<file path="config.mk">
export PLATFORM = sky130hd
export DESIGN_NAME = decode_buffer
export DESIGN_NICKNAME = d
export VERILOG_FILES = /design/src/rtl/decode_buffer_pkg.sv /design/src/rtl/decode_buffer_core.sv /design/src/rtl/decode_buffer.sv
export SDC_FILE = /design/constraint.sdc
export NUM_CORES = 1
export LEC_CHECK = 0
export CAP_MARGIN = 20
export CORE_MARGIN = 4
export CORE_UTILIZATION = 50
export CTS_CLUSTER_SIZE = 30
export DETAILED_ROUTE_END_ITERATION = 16
export PLACE_DENSITY = 0.87
export SLEW_MARGIN = 20
export SYNTH_ARGS = -nofsm -noshare
export SYNTH_HDL_FRONTEND = slang
export SYNTH_SLANG_ARGS = --single-unit
</file>
<file path="constraint.sdc">
create_clock -name clk -period 3.6 [get_ports clk]
set_input_delay 0.9 -clock clk [delete_from_list [all_inputs] [get_ports clk]]
set_output_delay 0.9 -clock clk [all_outputs]
set_load 0.005 [all_outputs]
</file>
<file path="src/rtl/decode_buffer_pkg.sv">
// Shared RV64 decode types and encoding constants for the decode buffer and
// its combinational decoder.
package instruction;

  typedef logic [31:0] inst_t;

  // M-extension members are appended so earlier encodings are unchanged.
  typedef enum logic [6:0] {
    NOP, LUI, AUIPC, JAL, JALR,
    BEQ, BNE, BLT, BGE, BLTU, BGEU,
    LB, LH, LW, LD, LBU, LHU, LWU,
    SB, SH, SW, SD,
    ADDI, SLTI, SLTIU, XORI, ORI, ANDI, SLLI, SRLI, SRAI,
    ADD, SUB, SLL, SLT, SLTU, XOR, SRL, SRA, OR, AND,
    ADDIW, SLLIW, SRLIW, SRAIW,
    ADDW, SUBW, SLLW, SRLW, SRAW,
    ECALL, MRET,
    CSRRW, CSRRS, CSRRC, CSRRWI, CSRRSI, CSRRCI,
    MUL, MULH, MULHSU, MULHU, DIV, DIVU, REM, REMU,
    MULW, DIVW, DIVUW, REMW, REMUW
  } instruction_type;

  localparam logic [6:0] OP        = 7'b0110011;
  localparam logic [6:0] OP_IMM    = 7'b0010011;
  localparam logic [6:0] OP_32     = 7'b0111011;
  localparam logic [6:0] OP_IMM_32 = 7'b0011011;
  localparam logic [6:0] LOAD      = 7'b0000011;
  localparam logic [6:0] STORE     = 7'b0100011;
  localparam logic [6:0] BRANCH    = 7'b1100011;
  localparam logic [6:0] SYSTEM    = 7'b1110011;
  localparam logic [6:0] OPC_LUI   = 7'b0110111;
  localparam logic [6:0] OPC_AUIPC = 7'b0010111;
  localparam logic [6:0] OPC_JAL   = 7'b1101111;
  localparam logic [6:0] OPC_JALR  = 7'b1100111;

  localparam logic [6:0] FUNCT7_ZERO   = 7'b0000000;
  localparam logic [6:0] FUNCT7_ALT    = 7'b0100000;
  localparam logic [6:0] FUNCT7_MULDIV = 7'b0000001;
  localparam logic [5:0] FUNCT6_SRAI   = 6'b010000;

  localparam inst_t INST_ECALL = 32'h0000_0073;
  localparam inst_t INST_MRET  = 32'h3020_0073;

endpackage

</file>
<file path="src/rtl/decode_buffer_core.sv">
// Combinational RV64I(+M) decoder: maps a raw word to an operation and flags
// every encoding that is not explicitly recognised as illegal.
module decode_core
  import instruction::*;
#(
  parameter bit ENABLE_M = 1'b1
) (
  input  inst_t           inst,
  output instruction_type op,
  output logic            illegal
);

  logic [6:0] opc;
  logic [2:0] f3;
  logic [6:0] f7;
  logic [5:0] f6;

  assign opc = inst[6:0];
  assign f3  = inst[14:12];
  assign f7  = inst[31:25];
  assign f6  = inst[31:26];

  always_comb begin
    op = NOP;
    case (opc)
      OPC_LUI:   op = LUI;
      OPC_AUIPC: op = AUIPC;
      OPC_JAL:   op = JAL;
      OPC_JALR:  if (f3 == 3'd0) op = JALR;
      BRANCH: begin
        case (f3)
          3'd0: op = BEQ;
          3'd1: op = BNE;
          3'd4: op = BLT;
          3'd5: op = BGE;
          3'd6: op = BLTU;
          3'd7: op = BGEU;
          default: ;
        endcase
      end
      LOAD: begin
        case (f3)
          3'd0: op = LB;
          3'd1: op = LH;
          3'd2: op = LW;
          3'd3: op = LD;
          3'd4: op = LBU;
          3'd5: op = LHU;
          3'd6: op = LWU;
          default: ;
        endcase
      end
      STORE: begin
        case (f3)
          3'd0: op = SB;
          3'd1: op = SH;
          3'd2: op = SW;
          3'd3: op = SD;
          default: ;
        endcase
      end
      OP_IMM: begin
        case (f3)
          3'd0: op = ADDI;
          3'd1: if (f6 == 6'd0) op = SLLI;
          3'd2: op = SLTI;
          3'd3: op = SLTIU;
          3'd4: op = XORI;
          3'd5: begin
            if (f6 == 6'd0) op = SRLI;
            else if (f6 == FUNCT6_SRAI) op = SRAI;
          end
          3'd6: op = ORI;
          3'd7: op = ANDI;
          default: ;
        endcase
      end
      OP_IMM_32: begin
        case (f3)
          3'd0: op = ADDIW;
          3'd1: if (f7 == FUNCT7_ZERO) op = SLLIW;
          3'd5: begin
            if (f7 == FUNCT7_ZERO) op = SRLIW;
            else if (f7 == FUNCT7_ALT) op = SRAIW;
          end
          default: ;
        endcase
      end
      OP: begin
        if (f7 == FUNCT7_ZERO) begin
          case (f3)
            3'd0: op = ADD;
            3'd1: op = SLL;
            3'd2: op = SLT;
            3'd3: op = SLTU;
            3'd4: op = XOR;
            3'd5: op = SRL;
            3'd6: op = OR;
            3'd7: op = AND;
            default: ;
          endcase
        end else if (f7 == FUNCT7_ALT) begin
          if (f3 == 3'd0) op = SUB;
          else if (f3 == 3'd5) op = SRA;
        end else if (ENABLE_M && f7 == FUNCT7_MULDIV) begin
          case (f3)
            3'd0: op = MUL;
            3'd1: op = MULH;
            3'd2: op = MULHSU;
            3'd3: op = MULHU;
            3'd4: op = DIV;
            3'd5: op = DIVU;
            3'd6: op = REM;
            3'd7: op = REMU;
            default: ;
          endcase
        end
      end
      OP_32: begin
        if (f7 == FUNCT7_ZERO) begin
          case (f3)
            3'd0: op = ADDW;
            3'd1: op = SLLW;
            3'd5: op = SRLW;
            default: ;
          endcase
        end else if (f7 == FUNCT7_ALT) begin
          if (f3 == 3'd0) op = SUBW;
          else if (f3 == 3'd5) op = SRAW;
        end else if (ENABLE_M && f7 == FUNCT7_MULDIV) begin
          case (f3)
            3'd0: op = MULW;
            3'd4: op = DIVW;
            3'd5: op = DIVUW;
            3'd6: op = REMW;
            3'd7: op = REMUW;
            default: ;
          endcase
        end
      end
      SYSTEM: begin
        case (f3)
          3'd0: begin
            if (inst == INST_ECALL) op = ECALL;
            else if (inst == INST_MRET) op = MRET;
          end
          3'd1: op = CSRRW;
          3'd2: op = CSRRS;
          3'd3: op = CSRRC;
          3'd5: op = CSRRWI;
          3'd6: op = CSRRSI;
          3'd7: op = CSRRCI;
          default: ;
        endcase
      end
      default: ;
    endcase
    // No legal encoding decodes to NOP, so NOP doubles as the illegal marker;
    // words with inst[1:0] != 11 never match an opcode above.
    illegal = (op == NOP);
  end

endmodule

</file>
<file path="src/rtl/decode_buffer.sv">
// Fetch-to-issue FIFO that decodes each instruction on enqueue and presents
// the stored decode, raw word and PC of the head entry.
module decode_buffer
  import instruction::*;
#(
  parameter int unsigned DEPTH    = 4,
  parameter bit          ENABLE_M = 1'b1
) (
  input  logic                     clk,
  input  logic                     reset,
  input  logic                     flush,
  input  logic                     in_valid,
  output logic                     in_ready,
  input  inst_t                    in_inst,
  input  logic [63:0]              in_pc,
  output logic                     out_valid,
  input  logic                     out_ready,
  output instruction_type          out_op,
  output inst_t                    out_inst,
  output logic [63:0]              out_pc,
  output logic                     out_illegal,
  output logic [$clog2(DEPTH):0]   count
);

  localparam int unsigned PW = $clog2(DEPTH);
  localparam logic [PW:0] CNT_FULL = (PW+1)'(DEPTH);

  instruction_type mem_op   [DEPTH];
  logic            mem_ill  [DEPTH];
  inst_t           mem_inst [DEPTH];
  logic [63:0]     mem_pc   [DEPTH];

  logic [PW-1:0]   wr_ptr, rd_ptr;
  instruction_type dec_op;
  logic            dec_ill;
  logic            enq, deq;

  decode_core #(.ENABLE_M(ENABLE_M)) u_decode (
    .inst    (in_inst),
    .op      (dec_op),
    .illegal (dec_ill)
  );

  assign in_ready  = (count < CNT_FULL);
  assign out_valid = (count != '0);
  assign enq       = in_valid && in_ready && !flush;
  assign deq       = out_valid && out_ready && !flush;

  // Head fields are masked while empty so reset shows NOP/zero without
  // clearing storage.
  assign out_op      = out_valid ? mem_op[rd_ptr]   : NOP;
  assign out_illegal = out_valid ? mem_ill[rd_ptr]  : 1'b0;
  assign out_inst    = out_valid ? mem_inst[rd_ptr] : '0;
  assign out_pc      = out_valid ? mem_pc[rd_ptr]   : '0;

  always_ff @(posedge clk) begin
    if (enq) begin
      mem_op[wr_ptr]   <= dec_op;
      mem_ill[wr_ptr]  <= dec_ill;
      mem_inst[wr_ptr] <= in_inst;
      mem_pc[wr_ptr]   <= in_pc;
    end
  end

  always_ff @(posedge clk or posedge reset) begin
    if (reset) begin
      wr_ptr <= '0;
      rd_ptr <= '0;
      count  <= '0;
    end else if (flush) begin
      wr_ptr <= '0;
      rd_ptr <= '0;
      count  <= '0;
    end else begin
      if (enq) wr_ptr <= wr_ptr + 1'b1;
      if (deq) rd_ptr <= rd_ptr + 1'b1;
      case ({enq, deq})
        2'b10:   count <= count + 1'b1;
        2'b01:   count <= count - 1'b1;
        default: ;
      endcase
    end
  end

endmodule
</file>
==> flow_summary.html <==
<table>
<tr><th>Metric</th><th>Value</th></tr>
<tr><th colspan="2">Die</th></tr>
<tr><td>Top Ports</td><td>210</td></tr>
<tr><td>Die width</td><td>193.8 um</td></tr>
<tr><td>Starting density of the core</td><td>51.12%</td></tr>
<tr><td>Cell Rows</td><td>67</td></tr>
<tr><td>Core Box Area</td><td>33780 sq um</td></tr>
<tr><td>Chip Height</td><td>193.8 um</td></tr>
<tr><td>Floorplan die area</td><td>37580 sq um</td></tr>
<tr><th colspan="2">Timing</th></tr>
<tr><td>Slew @ Worst Pin</td><td>0.5005 ns</td></tr>
<tr><td>Final worst path period need</td><td>3.507 ns</td></tr>
<tr><td>Final Max Tran Viols</td><td>0</td></tr>
<tr><td>Max Fclk</td><td>285.2 MHz</td></tr>
<tr><td>Final worst setup slack</td><td>0.09338 ns</td></tr>
<tr><td>Share of the clock period used by the worst path after layout</td><td>97.41%</td></tr>
<tr><td>Setup repair after global routing missed its margin</td><td>true</td></tr>
<tr><td>Minimum hold slack</td><td>0.6247 ns</td></tr>
<tr><td>Setup violation total in the final timing report</td><td>0</td></tr>
<tr><td>Final Hold Vio Count</td><td>0</td></tr>
<tr><td>Slew margin rel.</td><td>66.63%</td></tr>
<tr><td>Final clock skew</td><td>0.01837 ns</td></tr>
<tr><th colspan="2">Synth</th></tr>
<tr><td>Most area-consuming cells after synthesis</td><td>sky130_fd_sc_hd__edfxtp_1, sky130_fd_sc_hd__mux4_2, sky130_fd_sc_hd__and2_1</td></tr>
<tr><td>Fraction of the yosys area taken by sequential cells</td><td>73.35%</td></tr>
<tr><td>Synth cell types</td><td>62</td></tr>
<tr><td>#FFs+latches synth</td><td>423</td></tr>
<tr><td>Number of flops mapped to enable cells by yosys</td><td>416</td></tr>
<tr><td>Post-Syn Area</td><td>17270 sq um</td></tr>
<tr><td>Share of async-settable or async-resettable flops after synthesis</td><td>1.655%</td></tr>
<tr><td>Synthesized area per cell</td><td>19.15 sq um</td></tr>
<tr><td>Largest area contributor in the netlist</td><td>sky130_fd_sc_hd__edfxtp_1</td></tr>
<tr><td>Warning count from the yosys run</td><td>0</td></tr>
<tr><td>Number of instances in the synthesized netlist</td><td>902</td></tr>
<tr><td>Most common flop cell mapped by yosys</td><td>sky130_fd_sc_hd__edfxtp_1</td></tr>
<tr><td>Fraction of post-synthesis cell area in the top cell type by area</td><td>72.34%</td></tr>
<tr><td>Nets in the synthesized netlist</td><td>1017</td></tr>
<tr><th colspan="2">GRT</th></tr>
<tr><td>Number of antenna violations at the first check in global routing</td><td>1</td></tr>
<tr><td>Global-route wire length before repair</td><td>61.89 mm</td></tr>
<tr><td>Via count of the first global-routing pass</td><td>10.30k</td></tr>
<tr><td>Largest net degree at the start of global routing</td><td>56</td></tr>
<tr><td>Total overflow reported by the global router</td><td>0</td></tr>
<tr><td>GRT Total Usage</td><td>21.07%</td></tr>
<tr><th colspan="2">Power and ir drop</th></tr>
<tr><td>P_leak</td><td>7.274 nW</td></tr>
<tr><td>Worst vdd rail ir drop</td><td>0.9016 mV</td></tr>
<tr><td>Power density of the placed cells</td><td>663.8 nW/um^2</td></tr>
<tr><th colspan="2">Clock network</th></tr>
<tr><td>Bufs on Longest Clock Path</td><td>3</td></tr>
<tr><td>CTS Hold Buffers Added</td><td>0</td></tr>
<tr><td>Sinks on Clock Net</td><td>423</td></tr>
<tr><td>Clock transition at the registers of the reported paths</td><td>0.06 ns</td></tr>
<tr><td>Buffer cell driving the clock tree root</td><td>sky130_fd_sc_hd__clkbuf_16</td></tr>
<tr><td>Latest clock arrival within the worst-skew pair</td><td>0.52 ns</td></tr>
<tr><td>Level count of the clock H-tree</td><td>2</td></tr>
<tr><td>Total clock buffers created by CTS</td><td>42</td></tr>
<tr><td>Clock tree from TritonCTS</td><td>built</td></tr>
<tr><th colspan="2">Setup path</th></tr>
<tr><td>Critical path's most frequent cell</td><td>sky130_fd_sc_hd__buf_4</td></tr>
<tr><td>R2R Path Start</td><td>count[1]$_DFFE_PP0P_</td></tr>
<tr><td>Critical Path Sink</td><td>out_pc[52]</td></tr>
<tr><td>Reg2Reg Setup Slack</td><td>1.20 ns</td></tr>
<tr><td>Type of destination of the critical path</td><td>output port</td></tr>
<tr><td>Number of cells traversed by the worst register-to-register path</td><td>7</td></tr>
<tr><td>First element of the critical path</td><td>rd_ptr[0]$_DFFE_PP0P_</td></tr>
<tr><td>FF-to-FF End</td><td>count[2]$_DFFE_PP0P_</td></tr>
<tr><td>Required time of the critical path</td><td>2.70 ns</td></tr>
<tr><td>Critical path cell sequence</td><td>buf_4, buf_4, mux4_2, and2_1, clkdlybuf4s50_1</td></tr>
<tr><td>Highest cell delay on the worst timing path</td><td>0.59 ns</td></tr>
<tr><td>Startpoint Class</td><td>flip-flop</td></tr>
<tr><td>Data arrival time at the worst-slack endpoint</td><td>2.61 ns</td></tr>
<tr><td>Critical Path Fanout Max</td><td>9</td></tr>
<tr><td>Worst Setup Path Type</td><td>reg -&gt; out</td></tr>
<tr><td>CP max stage cell</td><td>sky130_fd_sc_hd__dfrtp_4</td></tr>
<tr><th colspan="2">Run status</th></tr>
<tr><td>Status</td><td>finished clean</td></tr>
<tr><th colspan="2">Layout</th></tr>
<tr><td>Antenna cells</td><td>0</td></tr>
<tr><td>Area Growth Syn to Fin</td><td>27.76%</td></tr>
<tr><td>Most common cell after layout, fill and taps aside</td><td>sky130_fd_sc_hd__edfxtp_1</td></tr>
<tr><td>Layout fillers</td><td>2187</td></tr>
<tr><td>Utilization after layout</td><td>65.31%</td></tr>
<tr><td>Cell area after layout</td><td>22060 sq um</td></tr>
<tr><td>Number of non-filler instances in the completed layout</td><td>1688</td></tr>
<tr><td>Flip-flop and latch area</td><td>12670 sq um</td></tr>
<tr><td>Commonest cells after routing, fill and taps aside</td><td>sky130_fd_sc_hd__edfxtp_1, sky130_fd_sc_hd__clkdlybuf4s50_1, sky130_fd_sc_hd__and2_1</td></tr>
<tr><td>Multi-input gate area</td><td>4365 sq um</td></tr>
<tr><td>Number of nets in the final layout</td><td>1324</td></tr>
<tr><td>Fraction of final layout cells sized beyond drive strength 1</td><td>22.74%</td></tr>
<tr><th colspan="2">Place</th></tr>
<tr><td># placed instances</td><td>1609</td></tr>
<tr><td>Placed inst area</td><td>20710 sq um</td></tr>
<tr><td>Setup WS pre-CTS</td><td>-0.3683 ns</td></tr>
<tr><td>Post-DP HPWL</td><td>26.41 mm</td></tr>
<tr><td>Placer congestion estimate</td><td>0.8361</td></tr>
<tr><td>Quantity of I/O buffers inserted on ports</td><td>209</td></tr>
<tr><th colspan="2">Route</th></tr>
<tr><td>Post-route antenna net violation count</td><td>0</td></tr>
<tr><td>Routed wire per std cell</td><td>23.68 um</td></tr>
<tr><td>Post-Route WL</td><td>39.97 mm</td></tr>
<tr><td>DRC Markers</td><td>0</td></tr>
<tr><td>Via count</td><td>9620</td></tr>
<tr><td>Number of detailed-route iterations in the first pass</td><td>5</td></tr>
<tr><td>Iteration-0 DRC Markers</td><td>913</td></tr>
<tr><td>Per-cell via count in the routed design</td><td>5.699</td></tr>
<tr><th colspan="2">Run</th></tr>
<tr><td>Maxcap violations</td><td>0</td></tr>
<tr><th colspan="2">Min path</th></tr>
<tr><td>Path category of the worst min-delay check</td><td>in -&gt; async</td></tr>
</table>
[worst max-delay path, delay by kind of cell (launching register included)]
kind / cells / cell delay (ns)
and+or+nand+nor: 1 / 0.18
DFF: 1 / 0.59
buffers and inverters: 3 / 0.84
muxes: 1 / 0.48
[metal layers]
metal / part of all wire, % / global-route usage [%] / vias to the layer above
li1: - / - / 4246
met1: 39 / 28.18 / 4930
met2: 52 / 36.65 / 367
met3: 6.1 / 3.579 / 75
met4: 2.2 / 5.182 / 2
met5: 0.023 / 0 / -
[final cells by class]
type,instances,share of cell area [%]
Sequential cell,423,57.45
Multi-Input combinational cell,414,19.79
Timing Repair Buffer,317,14.19
Clock buffer,52,4.934
Tap cell,448,2.541
Clock inverter,23,0.9074
Inverter,11,0.1871
[logic make-up after synthesis]
logic type / after synthesis / share of synthesized area, %
flops: 423 / 73.35
simple gates: 219 / 7.340
fa+ha+maj: 14 / 1.058
mux: 109 / 13.86
compound gates: 67 / 2.594
xor+xnor: 5 / 0.2536
buf+inv: 65 / 1.543
[where the power goes]
group / leakage, nW / switching [mW] / internal (mW)
logic: 2.76 / 1.98 / 2.73
clock network: 0.627 / 1.71 / 2.37
registers: 3.88 / 0.130 / 5.73
[registers in the layout (all words and copies together) (netlist names)]
name	cells
count	3
mem_ill	4
mem_inst	128
mem_op	28
rd_ptr	2
mem_pc	256
wr_ptr	2
[synthesized netlist by cell type (7+ instances only)]
cell type                    n
sky130_fd_sc_hd__o21ai_0    12
sky130_fd_sc_hd__buf_1       7
sky130_fd_sc_hd__inv_1      11
sky130_fd_sc_hd__clkbuf_1   34
sky130_fd_sc_hd__nor2_1     28
sky130_fd_sc_hd__a21oi_1    16
sky130_fd_sc_hd__nand2_1    16
sky130_fd_sc_hd__and2_1    111
sky130_fd_sc_hd__edfxtp_1  416
sky130_fd_sc_hd__nor4_1      7
sky130_fd_sc_hd__buf_2      11
sky130_fd_sc_hd__dfrtp_1     7
sky130_fd_sc_hd__ha_1       13
sky130_fd_sc_hd__nor3_1      7
sky130_fd_sc_hd__nand3_1    10
sky130_fd_sc_hd__mux4_2    104
[how the worst min path moves through the flow]
stage | from | endpoint | slack, ns
after floorplan | wr_ptr[0]$_DFFE_PP0P_ | wr_ptr[0]$_DFFE_PP0P_ | 0.56
after CTS | reset | count[1]$_DFFE_PP0P_ | 0.60
final | reset | count[2]$_DFFE_PP0P_ | 0.62
after global placement | wr_ptr[0]$_DFFE_PP0P_ | wr_ptr[0]$_DFFE_PP0P_ | 0.59
after detailed placement | wr_ptr[0]$_DFFE_PP0P_ | wr_ptr[0]$_DFFE_PP0P_ | 0.61
after global routing | reset | count[0]$_DFFE_PP0P_ | 0.63
[timing repair]
item	in CTS	in global routing
buffers inserted	4	0
endpoints found under the setup margin	39	9
pin swaps	0	0
gates resized for setup	0	3
[stage by stage]
step / power (mW) / TNS [ns]
final: 14.64 / 0
after global routing: 15.30 / -0.02096
after CTS: 14.83 / 0
after detailed placement: 10.66 / -2.504
after global placement: 10.57 / -1.354
after floorplan: 8.104 / 0
(Power assumes the default switching activity.)
